File: src/rtl/pong_game_sequencer_pkg.sv
// ============================================================================
// Module      : pong_game_sequencer_pkg
// Description : Shared state encodings and speed-level helpers for the
//               pong game sequencer.
// Revision    : 1.0 - initial release
// ============================================================================
`default_nettype none

package pong_game_sequencer_pkg;

    typedef enum logic [2:0] {
        ST_IDLE  = 3'd0,
        ST_SERVE = 3'd1,
        ST_PLAY  = 3'd2,
        ST_MISS  = 3'd3,
        ST_OVER  = 3'd4
    } gameState_t;

    localparam int         C_LIVES_W   = 3;
    localparam int         C_LEVEL_W   = 2;
    localparam logic [1:0] C_LEVEL_MAX = 2'd3;

    function automatic logic [C_LEVEL_W-1:0] levelUp(input logic [C_LEVEL_W-1:0] level);
        return (level == C_LEVEL_MAX) ? C_LEVEL_MAX : level + 2'd1;
    endfunction

    function automatic logic [C_LEVEL_W-1:0] levelDown(input logic [C_LEVEL_W-1:0] level);
        return (level == 2'd0) ? 2'd0 : level - 2'd1;
    endfunction

endpackage

`default_nettype wire

File: src/rtl/pong_game_sequencer_bcd_counter4.sv
// ============================================================================
// Module      : bcd_counter4
// Description : Four-digit BCD up-counter with synchronous clear, saturating
//               at 9999.
// Revision    : 1.0 - initial release
// ============================================================================
`default_nettype none

module bcd_counter4 (
    input  logic        pixelClock,
    input  logic        reset,
    input  logic        clr,
    input  logic        inc,
    output logic [15:0] count
);

    logic [15:0] r_count;
    logic [15:0] w_countNext;
    logic        w_carry;
    logic        w_saturated;

    assign w_saturated = (r_count == 16'h9999);

    // Ripple carry: a digit advances only when every lower digit wraps 9->0.
    always_comb begin
        w_countNext = r_count;
        w_carry     = 1'b1;
        for (int i = 0; i < 4; i++) begin
            if (w_carry) begin
                if (r_count[4*i +: 4] == 4'd9) begin
                    w_countNext[4*i +: 4] = 4'd0;
                end else begin
                    w_countNext[4*i +: 4] = r_count[4*i +: 4] + 4'd1;
                    w_carry               = 1'b0;
                end
            end
        end
    end

    always_ff @(posedge pixelClock or posedge reset) begin
        if (reset) begin
            r_count <= 16'h0000;
        end else if (clr) begin
            r_count <= 16'h0000;
        end else if (inc && !w_saturated) begin
            r_count <= w_countNext;
        end
    end

    assign count = r_count;

endmodule

`default_nettype wire

File: src/rtl/pong_game_sequencer.sv
// ============================================================================
// Module      : pong_game_sequencer
// Description : Game-level controller: attract, serve countdown, play, miss
//               and game-over sequencing with score, lives and speed level.
// Revision    : 1.0 - initial release
// ============================================================================
`default_nettype none

module pong_game_sequencer
    import pong_game_sequencer_pkg::*;
#(
    parameter int SERVE_FRAMES   = 60,
    parameter int MISS_FRAMES    = 90,
    parameter int LIVES_INIT     = 3,
    parameter int HITS_PER_LEVEL = 10
) (
    input  logic        reset,
    input  logic        pixelClock,
    input  logic        frameTick,
    input  logic        startBtn,
    input  logic        ballMiss,
    input  logic        raketHit,
    output logic        ballRun,
    output logic        ballLoad,
    output logic        serveDir,
    output logic [1:0]  speedLevel,
    output logic [15:0] scoreBcd,
    output logic [2:0]  lives,
    output logic        flash,
    output logic [2:0]  gameState
);

    localparam int C_FRAME_MAX   = (SERVE_FRAMES > MISS_FRAMES) ? SERVE_FRAMES : MISS_FRAMES;
    localparam int C_FRAME_W_RAW = $clog2(C_FRAME_MAX + 1);
    // At least 4 bits so the 8-frame blink bit always exists.
    localparam int C_FRAME_W     = (C_FRAME_W_RAW < 4) ? 4 : C_FRAME_W_RAW;
    localparam int C_HIT_W       = $clog2(HITS_PER_LEVEL + 1);

    localparam logic [C_FRAME_W-1:0] C_SERVE_LAST = C_FRAME_W'(SERVE_FRAMES - 1);
    localparam logic [C_FRAME_W-1:0] C_MISS_LAST  = C_FRAME_W'(MISS_FRAMES - 1);
    localparam logic [C_HIT_W-1:0]   C_HIT_LAST   = C_HIT_W'(HITS_PER_LEVEL - 1);
    localparam logic [C_LIVES_W-1:0] C_LIVES_INIT = C_LIVES_W'(LIVES_INIT);

    logic                 r_startSync1;
    logic                 r_startSync2;
    logic                 r_startSync3;
    logic                 w_startPulse;

    gameState_t           r_state;
    logic [C_FRAME_W-1:0] r_frameCnt;
    logic [C_FRAME_W-1:0] w_frameNext;
    logic [C_HIT_W-1:0]   r_hitCnt;
    logic                 r_ballRun;
    logic                 r_ballLoad;
    logic                 r_serveDir;
    logic [C_LEVEL_W-1:0] r_speedLevel;
    logic [C_LIVES_W-1:0] r_lives;
    logic                 r_flash;

    logic                 w_startGame;
    logic                 w_scoreInc;

    always_ff @(posedge pixelClock or posedge reset) begin
        if (reset) begin
            r_startSync1 <= 1'b0;
            r_startSync2 <= 1'b0;
            r_startSync3 <= 1'b0;
        end else begin
            r_startSync1 <= startBtn;
            r_startSync2 <= r_startSync1;
            r_startSync3 <= r_startSync2;
        end
    end

    assign w_startPulse = r_startSync2 & ~r_startSync3;
    assign w_startGame  = w_startPulse && ((r_state == ST_IDLE) || (r_state == ST_OVER));
    // A miss in the same cycle as a hit takes precedence and scores nothing.
    assign w_scoreInc   = (r_state == ST_PLAY) && raketHit && !ballMiss;
    assign w_frameNext  = r_frameCnt + 1'b1;

    always_ff @(posedge pixelClock or posedge reset) begin
        if (reset) begin
            r_state      <= ST_IDLE;
            r_frameCnt   <= '0;
            r_hitCnt     <= '0;
            r_ballRun    <= 1'b0;
            r_ballLoad   <= 1'b0;
            r_serveDir   <= 1'b0;
            r_speedLevel <= '0;
            r_lives      <= C_LIVES_INIT;
            r_flash      <= 1'b0;
        end else begin
            r_ballLoad <= 1'b0;
            case (r_state)
                ST_IDLE, ST_OVER: begin
                    r_ballRun <= 1'b0;
                    r_flash   <= (r_state == ST_OVER);
                    if (w_startGame) begin
                        r_state      <= ST_SERVE;
                        r_lives      <= C_LIVES_INIT;
                        r_speedLevel <= '0;
                        r_hitCnt     <= '0;
                        r_frameCnt   <= '0;
                        r_ballLoad   <= 1'b1;
                        r_serveDir   <= ~r_serveDir;
                        r_flash      <= 1'b0;
                    end
                end
                ST_SERVE: begin
                    r_ballRun <= 1'b0;
                    r_flash   <= 1'b0;
                    if (frameTick) begin
                        if (r_frameCnt == C_SERVE_LAST) begin
                            r_frameCnt <= '0;
                            r_state    <= ST_PLAY;
                            r_ballRun  <= 1'b1;
                        end else begin
                            r_frameCnt <= w_frameNext;
                        end
                    end
                end
                ST_PLAY: begin
                    r_ballRun <= 1'b1;
                    r_flash   <= 1'b0;
                    if (ballMiss) begin
                        r_lives      <= r_lives - 1'b1;
                        r_ballRun    <= 1'b0;
                        r_frameCnt   <= '0;
                        r_speedLevel <= levelDown(r_speedLevel);
                        r_state      <= ST_MISS;
                    end else if (raketHit) begin
                        if (r_hitCnt == C_HIT_LAST) begin
                            r_hitCnt     <= '0;
                            r_speedLevel <= levelUp(r_speedLevel);
                        end else begin
                            r_hitCnt <= r_hitCnt + 1'b1;
                        end
                    end
                end
                ST_MISS: begin
                    r_ballRun <= 1'b0;
                    if (frameTick) begin
                        if (r_frameCnt == C_MISS_LAST) begin
                            r_frameCnt <= '0;
                            if (r_lives == '0) begin
                                r_state <= ST_OVER;
                                r_flash <= 1'b1;
                            end else begin
                                r_state    <= ST_SERVE;
                                r_ballLoad <= 1'b1;
                                r_serveDir <= ~r_serveDir;
                                r_flash    <= 1'b0;
                            end
                        end else begin
                            r_frameCnt <= w_frameNext;
                            r_flash    <= w_frameNext[3];
                        end
                    end
                end
                default: begin
                    r_state    <= ST_IDLE;
                    r_ballRun  <= 1'b0;
                    r_flash    <= 1'b0;
                    r_frameCnt <= '0;
                end
            endcase
        end
    end

    bcd_counter4 u_score (
        .pixelClock (pixelClock),
        .reset      (reset),
        .clr        (w_startGame),
        .inc        (w_scoreInc),
        .count      (scoreBcd)
    );

    assign ballRun    = r_ballRun;
    assign ballLoad   = r_ballLoad;
    assign serveDir   = r_serveDir;
    assign speedLevel = r_speedLevel;
    assign lives      = r_lives;
    assign flash      = r_flash;
    assign gameState  = r_state;

endmodule

`default_nettype wire

File: config.mk
export PLATFORM = sky130hd
export DESIGN_NAME = pong_game_sequencer
export DESIGN_NICKNAME = d
export VERILOG_FILES = /design/src/rtl/pong_game_sequencer_pkg.sv /design/src/rtl/pong_game_sequencer_bcd_counter4.sv /design/src/rtl/pong_game_sequencer.sv
export SDC_FILE = /design/constraint.sdc
export NUM_CORES = 1
export LEC_CHECK = 0
export ABC_AREA = 1
export CORE_ASPECT_RATIO = 1.5
export CORE_UTILIZATION = 50
export DETAILED_ROUTE_END_ITERATION = 16
export PLACE_DENSITY = 0.75
export SKIP_LAST_GASP = 1
export SLEW_MARGIN = 25
export SYNTH_ARGS = -nofsm -noshare
export SYNTH_HDL_FRONTEND = slang
export SYNTH_SLANG_ARGS = --single-unit
File: constraint.sdc
create_clock -name pixelClock -period 1.45 [get_ports pixelClock]
set_input_delay 0.2175 -clock pixelClock [delete_from_list [all_inputs] [get_ports pixelClock]]
set_output_delay 0.2175 -clock pixelClock [all_outputs]
set_load 0.02 [all_outputs]
Word level (Yosys, flattened, before mapping)
Index checks and enable logic that the tools add are counted.
{"block": "word_totals", "ff_bits": 42, "output_inout_bits": 28, "wordCells": 141}
{"block": "classes", "muxes": 63, "n_eq_ne": 24, "bitwise": 3, "addsub": 9, "n_reduce_logical": 26}
{"operator": "two-way mux 4 bit", "count": 11}
{"operator": "two-way mux 7 bit", "count": 6}
{"operator": "two-way mux 16 bit", "count": 2}
{"operator": "case mux 7 bit (4 select lines)", "count": 1}
{"operator": "two-way mux 3 bit", "count": 9}
{"operator": "adder 4 x 1 -> 4 bit (second input constant)", "count": 5}
{"operator": "== test 4 bit (second input constant)", "count": 5}
{"operator": "two-way mux 1 bit", "count": 20}
{"operator": "== test 16 bit (second input constant)", "count": 1}
{"operator": "inequality test 2 bit (second input constant)", "count": 8}
{"operator": "two-way mux 2 bit", "count": 6}
{"operator": "case mux 3 bit (4 select lines)", "count": 1}
{"operator": "AND reduction 4 bit", "count": 3}
{"operator": "nonzero test 2 bit", "count": 6}
{"operator": "case mux 1 bit (2 select lines)", "count": 4}
{"operator": "case mux 4 bit (2 select lines)", "count": 1}
{"operator": "adder 7 x 1 -> 7 bit (second input constant)", "count": 1}
{"operator": "== test 7 x 6 -> 1 bit (second input constant)", "count": 1}
{"operator": "== test 7 bit (second input constant)", "count": 1}
{"operator": "== test 3 x 2 -> 1 bit (second input constant)", "count": 2}
{"operator": "logical NOT 3 bit", "count": 2}
{"operator": "case mux 3 bit (2 select lines)", "count": 1}
{"operator": "AND reduction 2 bit", "count": 3}
{"operator": "AND reduction 6 bit", "count": 1}
{"operator": "other kinds (19)", "count": 24}

Longest topological paths before layout
Gate-level depths: netlist (run 1).
{"block": "depth", "ltp_word": 7, "ltp_mapped": 11, "mapped_depth_nobuf": 11}

By module
A second synthesis (run 1) with hierarchy kept.
{"block": "unflattened", "cells_unflattened": 317, "hier_area_um2": 2529.9}
{"module": "pong_game_sequencer", "seq_area_each_um2": 653.1, "cells_each": 193, "area_each_um2": 1540.2, "instances": 1}
{"module": "bcd_counter4", "seq_area_each_um2": 400.4, "cells_each": 124, "area_each_um2": 989.7, "instances": 1}

Worst setup path before layout (run 1)
Ideal clock, no wire load.
{"block": "synth_timing", "path_kind": "register to register", "startpoint": "register u_score.r_count[8] (netlist: u_score.count[8])", "endpoint": "register u_score.r_count[6] (netlist: u_score.count[6])", "path_stages_with_launch": 10, "setup_slack_ns": -0.062, "t_arrival_ns": 1.394, "n_path_buf": 1, "t_required_ns": 1.332, "setup_ns": 0.118, "path_cell_list": "dfrtp_1 -> ha_1 -> nand3_1 -> nor2_1 -> nand2_1 -> nand2_2 -> nand2_2 -> buf_6 -> nand3_1 -> nand2_1"}
{"block": "synth_via", "elab_chain_cells": 5}
{"item": "start, declared", "line_no": "pong_game_sequencer_bcd_counter4.sv:17", "rtl": "logic [15:0] r_count;"}
{"item": "start signal, assigned", "line_no": "pong_game_sequencer_bcd_counter4.sv:46", "rtl": "r_count <= w_countNext;"}
{"item": "== test 16 bit", "line_no": "pong_game_sequencer_bcd_counter4.sv:22", "rtl": "assign w_saturated = (r_count == 16'h9999);"}
{"item": "logical NOT 1 bit", "line_no": "pong_game_sequencer_bcd_counter4.sv:45", "rtl": "end else if (inc && !w_saturated) begin"}
{"item": "logical AND 1 bit", "line_no": "pong_game_sequencer_bcd_counter4.sv:45"}
{"item": "nonzero test 2 bit (no source line)"}
{"item": "AND reduction 2 bit (no source line)"}
Every way passes these cells.
A chain may end at the register's enable or synchronous reset.

Worst setup path in the final report (run 1)
{"block": "layout_timing", "startpoint": "register u_score.r_count[5] (netlist: u_score.count[5])", "endpoint": "register u_score.r_count[14] (netlist: u_score.count[14])"}
{"block": "layout_via", "elab_chain_cells": 6}
{"item": "== test 4 bit", "line_no": "pong_game_sequencer_bcd_counter4.sv:30", "rtl": "if (r_count[4*i +: 4] == 4'd9) begin"}
{"item": "two-way mux 1 bit", "line_no": "pong_game_sequencer_bcd_counter4.sv:30"}
{"item": "two-way mux 1 bit (2 in a row)", "line_no": "pong_game_sequencer_bcd_counter4.sv:29", "rtl": "if (w_carry) begin"}
{"item": "nonzero test 2 bit (no source line)"}
{"item": "AND reduction 2 bit (no source line) *"}
Every way passes the cells marked *; elsewhere a longest branch is shown, timed or not.

==> metrics.txt, run 1 <==
# DRC 0; Post-CTS Hold Fix Bufs 0; Tcrit/Tclk final 1.056; H-Tree Depth 2; Max clock buf depth 2; Area growth, synth to finish 50.99%; grt ovf 0; die height between 80 and 90 um; Tmin final about 1.5 ns; Initial Util 0.5213; Worst EP arrival 1.77 ns; crit end category register; Hold WS roughly 0.3 ns; layout cells sized above 1 0.3895; DRT Wirelength a little under 7000 um; kind of path behind the tightest hold check in -> async; combinational fraction of design power 0.556; Critical Setup Path Class reg -> reg; total power about 6000 uW; slew margin rel. 0.7932; Sw Share 0.4264; fill count 331; unrepaired setup endpoints after global routing yes; IO Port Bufs 33; syn nets roughly 350; io pins 34; number of cell rows 31; multi-input logic area ~1600 um2; power per cell area ~1600 nW/um2; Skew-Pair Late Insertion Delay ~0.29 ns; Via Count between 2000 and 3000; initial antenna violation count 0; sw power between 2000 and 3000 uW; TritonCTS buffer count 5; Vias per Instance around 5.2; Post-Syn Area between 2000 and 3000 um2; Seq cells post-synth 42; unique cell type count in the Yosys netlist 34; Mean Syn Cell Area approximately 7.8 um2; Peak supply drop ~0.95 mV; final setup margin -0.08067 ns; Die W between 60 and 70 um; Setup Skew slightly above 0.004 ns; clock power share 0.153; die area 5349 um2; CTS tree yes; largest net degree at the start of global routing 43; CORE AREA between 4000 and 5000 um2; max cap viols 0; Pleak between 0.0015 and 0.002 uW; CP required approximately 1.7 ns; status finished with violations; Mapped Cells between 300 and 400; Post-Layout Cell Count between 400 and 500; cell area after layout between 3000 and 4000 um2; first-pass GRT wire length 9929 um; CP startpoint kind register; DRT Pass-1 Iters 4; root buf cell clkbuf_8; top achievable clock speed 653.3 MHz; Reg clk slew, reported paths ~0.080 ns; WL per Instance about 14 um; most common cell after layout, fill and taps aside nand2_1; register area 1066 um2; internal cell power about 3400 uW; Final ANT Viol Nets 0; Seq/Total Area, Yosys 0.4168; Routability Congestion 0.8608; Yosys warning count 0; fin. max-slew vios 0; vias in the first global route approximately 2400; Worst-Margin Slew approximately 0.31 ns; DP Area 3319 um2; Nets 440; final hold viol count 0; Placed Cells about 470; # setup viols final 12; Iter 0 DRT Violations 74; violated checks setup timing; clk sinks 42; GRT Resource Usage Total 0.2508; dpl hpwl between 4000 and 5000 um; commonest cells after routing, fill and taps aside 74 x nand2_1, 48 x buf_4, 30 x dfrtp_1, 28 x inv_1, 25 x dlygate4sd2_1; Reg power frac 0.291; n_diodes 0; Max Fanout on Critical Path 6
## cells in the mapped netlist
cell / count / share of area
o21ai_0: 12 / 0.024
nand2_2: 8 / 0.020
buf_4: 1 / 0.0030
ha_1: 14 / 0.069
o22ai_1: 2 / 0.0049
nand3b_1: 2 / 0.0059
nor2_4: 2 / 0.0089
o21ai_2: 3 / 0.010
nand3_2: 2 / 0.0079
or2_2: 1 / 0.0025
nor3_1: 8 / 0.016
nor2_2: 2 / 0.0049
buf_6: 1 / 0.0045
xnor2_1: 2 / 0.0069
nand2_1: 89 / 0.13
a22oi_1: 1 / 0.0030
xor2_1: 6 / 0.021
dfstp_2: 2 / 0.021
inv_2: 5 / 0.0074
nand4_1: 4 / 0.0099
a21oi_1: 1 / 0.0020
o21bai_1: 2 / 0.0059
inv_1: 37 / 0.055
nor2_1: 28 / 0.042
nand3_4: 1 / 0.0069
o31ai_1: 1 / 0.0030
nor2_8: 1 / 0.0079
o21ai_1: 4 / 0.0079
and3_1: 1 / 0.0025
nand2_4: 1 / 0.0045
buf_2: 1 / 0.0020
a21boi_0: 1 / 0.0030
dfrtp_1: 40 / 0.40
nand3_1: 40 / 0.079
## power by group through the flow
stage / clock network [uW] / logic, uW / registers [uW]
floorplan: 0 / 1290 / 2020
global placement: 0 / 2800 / 1700
detailed placement: 0 / 2860 / 1710
CTS: 924 / 2860 / 1710
global route: 969 / 3630 / 1780
finish: 913 / 3320 / 1740
## stage by stage
stage	util	setup WS, ns	TNS [ns]
detailed placement	0.6846	-0.2254	-3.524
floorplan	-	0.002154	0
CTS	0.7272	-0.03317	-0.03317
finish	0.7871	-0.08067	-0.6853
global placement	0.6846	-0.1512	-2.228
global route	0.7871	-0.1865	-2.646
## registers in the layout (all words and copies together), names as in the netlist
name,flops
u_score.count,16
r_frameCnt,7
r_hitCnt,4
gameState,3
lives,3
speedLevel,2
ballLoad,1
ballRun,1
flash,1
r_startSync1,1
r_startSync2,1
r_startSync3,1
serveDir,1
## critical path, cell delays in order, from the launching register on
cell	delay, ns
dfrtp_2	0.41
inv_2	0.08
ha_4	0.17
nand2_4	0.06
nor2_4	0.14
nand2_4	0.07
nor2_4	0.15
nand3_4	0.14
nand2_2	0.13
nand2_1	0.06
nand2_1	0.05
## kinds of logic after synthesis
| family | after synthesis | synth area share |
|---|---|---|
| DFF | 42 | 0.4168 |
| and+or+nand+nor | 190 | 0.3505 |
| xor gates and xnor gates | 8 | 0.02772 |
| adders and majority gates | 14 | 0.06931 |
| buffers and inverters | 45 | 0.07178 |
| AOI/OAI and AO/OA | 27 | 0.06386 |
## path summary, 6_finish.rpt
| check | slack [ns] | cells after the start | end | start |
|---|---|---|---|---|
| hold / removal | 0.29 | 3 | ballLoad$_DFF_PP0_ | reset |
| setup / recovery | -0.08 | 10 | u_score.count[14]$_DFFE_PP0P_ | u_score.count[5]$_DFFE_PP0P_ |
| max in group asynchronous | 0.88 | 3 | lives[0]$_DFFE_PP1P_ | reset |
| setup reg to reg | -0.08 | 10 | u_score.count[14]$_DFFE_PP0P_ | u_score.count[5]$_DFFE_PP0P_ |
| hold reg to reg | 0.36 | 0 | r_startSync2$_DFF_PP0_ | r_startSync1$_DFF_PP0_ |
| min in group pixelClock | 0.35 | 1 | r_startSync1$_DFF_PP0_ | startBtn |
## layout make-up
class,instances,area share
flip-flops and latches,42,0.2793
multi-input cells,240,0.4295
repair buffers,89,0.1997
clock inverters,3,0.01049
well taps,66,0.02164
clock buffers,5,0.01803
inverters,42,0.04131
## repair_timing
action / CTS / global route
pin swaps: 10 / 39
buffers inserted: 2 / 5
setup endpoints to repair: 43 / 34
gates resized for setup: 59 / 65
cloned: 0 / 1
## per-layer routing
metal,wire (um),vias up,share of wire,GRT usage
met5,0,-,0,0
met2,3895,76,0.56,0.4747
met4,289,0,0.042,0.1416
li1,-,1239,-,-
met1,2485,1191,0.36,0.2525
met3,224,26,0.032,0.03763
No activity file was read; power rests on OpenSTA's default activity.
==> run 2: changes to the inputs <==
Settings changed: ABC_CLOCK_PERIOD_IN_PS set to 1450, PLACE_DENSITY 0.75 to 0.87.
==> run 2 against run 1 <==
Net effect:
- the flow still finishes with violations (setup timing)
- sequential share of layout area up 0.64 points
- final area decreased by 2.1%
- clock power shrank 13%
- register-to-register slack worse by 0.03 ns
- wire length is 9.0% higher
- global-route usage is 0.82 points higher
- maximum frequency fell by 2.1%
- highest routed layer unchanged
==> metrics.txt, run 2 (same netlist as run 1, synthesis figures left out) <==
status finished with violations; violated checks setup timing; Setup WS pre-CTS -0.1979 ns (+0.02748 ns); kind of path behind the tightest hold check in -> async; total power 5800 uW (-2.8%); io pins 34 (unchanged); Max clock buf depth 2 (unchanged); Sw Share 0.4397 (+0.01332); number of cell rows 31 (unchanged); final hold viol count 0 (unchanged); fin. max-slew vios 0 (unchanged); Setup Skew 0.008006 ns (+0.003960 ns); Vias per Instance 5.407 (+4.0%); Critical Path End u_score.count[6]$_DFFE_PP0P_; power per cell area 1553 nW/um2 (-0.67%); Max Fanout on Critical Path 7 (+1); Peak supply drop 1.221 mV (+29%); root buf cell clkbuf_8; unrepaired setup endpoints after global routing yes; reg2reg path depth 7 (-3); layout cells sized above 1 0.3833 (-0.006215); reg2reg start gameState[1]$_DFFE_PP0P_; Pleak 0.001930 uW (-2.0%); die area 5349 um2 (unchanged); Tmin final 1.563 ns (+0.03204 ns); die height 89.08 um (unchanged); TritonCTS buffer count 5 (unchanged); top achievable clock speed 639.9 MHz (-2.1%); sw power 2551 uW (+0.25%); grt ovf 0 (unchanged); Iter 0 DRT Violations 194 (+160%); Reg clk slew, reported paths 0.08 ns (about the same); Skew-Pair Late Insertion Delay 0.30 ns (about the same); GRT Resource Usage Total 0.2590 (+0.008201); WL per Instance 15.46 um (+9.2%); Post-Layout Cell Count 486 (-0.21%); Final ANT Viol Nets 0 (unchanged); CP startpoint gameState[1]$_DFFE_PP0P_; max cap viols 0 (unchanged); initial antenna violation count 0 (unchanged); setup TNS -0.1499 ns (+0.5354 ns); # DRC 0 (unchanged); Nets 439 (-0.23%); internal cell power 3250 uW (-5.0%); DRT Wirelength 7515 um (+9.0%); combinational fraction of design power 0.566 (+0.010); crit end category register; CP required 1.69 ns (about the same); DRT Pass-1 Iters 5 (+1); Initial Util 0.5213 (unchanged); Via Count 2628 (+3.8%); final setup margin -0.1127 ns (-0.03204 ns); Worst-Margin Slew 0.3558 ns (+0.04883 ns); slew margin rel. 0.7610 (-0.03222); commonest cells after routing, fill and taps aside 75 x nand2_1, 51 x buf_4, 29 x dfrtp_1, 27 x nand3_1, 26 x inv_1; clock power share 0.136 (-0.017); first-pass GRT wire length 10360 um (+4.3%); DP Area 3297 um2 (-0.68%); # setup viols final 6 (-6); CORE AREA 4848 um2 (unchanged); Post-CTS Hold Fix Bufs 0 (unchanged); worst r2r dst u_score.count[6]$_DFFE_PP0P_; fill count 334 (+0.91%); CTS tree yes; cell area after layout 3735 um2 (-2.1%); max reg flops 16 (unchanged); Worst EP arrival 1.80 ns (+0.03 ns); Reg power frac 0.298 (+0.007); Tcrit/Tclk final 1.078 (+0.02209); clk sinks 42 (unchanged); largest net degree at the start of global routing 43 (unchanged); CP startpoint kind register; Critical Setup Path Class reg -> reg; Area growth, synth to finish 47.77%; Routability Congestion 0.8713 (+1.2%); H-Tree Depth 2 (unchanged); R2R Setup Slk -0.11 ns (-0.03 ns); n_diodes 0 (unchanged); dpl hpwl 4557 um (+2.9%); vias in the first global route 2374 (unchanged); most common cell after layout, fill and taps aside nand2_1; Die W 60.05 um (unchanged); Placed Cells 469 (-0.64%); IO Port Bufs 33 (unchanged)
-- run 2: cell types whose count changed in the layout (fill, tap and decap cells not counted), moves of 3 or more --
cell     previous run  this run
buf_4              48        51
nor2_4             10         6
nand2_4             9         5
nand2_2            15        18
nand3_2            16        12
nand3_1            24        27
buf_6               6         2
-- run 2: worst min path at each step --
| stage | cells past startpoint | end | slack [ns] |
|---|---|---|---|
| global route | 3 | u_score.count[14]$_DFFE_PP0P_ | 0.31 |
| CTS | 3 | ballRun$_DFF_PP0_ | 0.29 |
| detailed placement | 0 | r_startSync2$_DFF_PP0_ | 0.34 |
| floorplan | 0 | r_startSync1$_DFF_PP0_ | 0.25 |
| finish | 3 | ballLoad$_DFF_PP0_ | 0.28 |
| global placement | 0 | r_startSync2$_DFF_PP0_ | 0.33 |
-- run 2: per-layer routing --
metal  GRT usage  wire length, um  up-vias
met1      0.2761             2615     1238
li1            -                -     1234
met5           0                0        -
met2      0.4929             4249      126
met3     0.03473              371       30
met4      0.1121              278        0
-- run 2: per-stage QoR --
stage	hold WS, ns	utilization
after floorplan	0.2489	-
after global placement	0.3332	0.6800
after detailed placement	0.3410	0.6800
after CTS	0.2899	0.7154
after global routing	0.3134	0.7703
final	0.2756	0.7703
-- run 2: cell type report --
class                           count  area [um2]  share of cell area
Tap cell                           66       82.58             0.02211
Sequential cell                    42        1067              0.2858
Clock buffer                        8       90.09             0.02412
Multi-Input combinational cell    239        1592              0.4261
Timing Repair Buffer               89       742.0              0.1987
Inverter                           42       161.4             0.04322
-- run 2: critical path, stage by stage, from the launching register on --
cell        delay (ns)
dfrtp_2           0.45
nor2_4            0.06
nand2_2           0.10
buf_6             0.16
clkinvlp_4        0.21
nor3_2            0.23
nand3_1           0.17
nand2_1           0.11
-- run 2: timing repair --
item | 4_1_cts | 5_1_grt
endpoints found under the hold margin | 0 | 0
buffers inserted | 1 | 8
endpoints found under the setup margin | 50 | 38
gates resized for setup | 56 | 59
pin swaps | 13 | 24
-- run 2: power groups by stage --
stage                     registers [uW]  clock network [uW]  logic, uW
after floorplan                     2020                   0       1290
after global placement              1680                   0       2760
after detailed placement            1690                   0       2870
after CTS                           1690                 798       2880
after global routing                1760                 834       3570
final                               1730                 790       3280
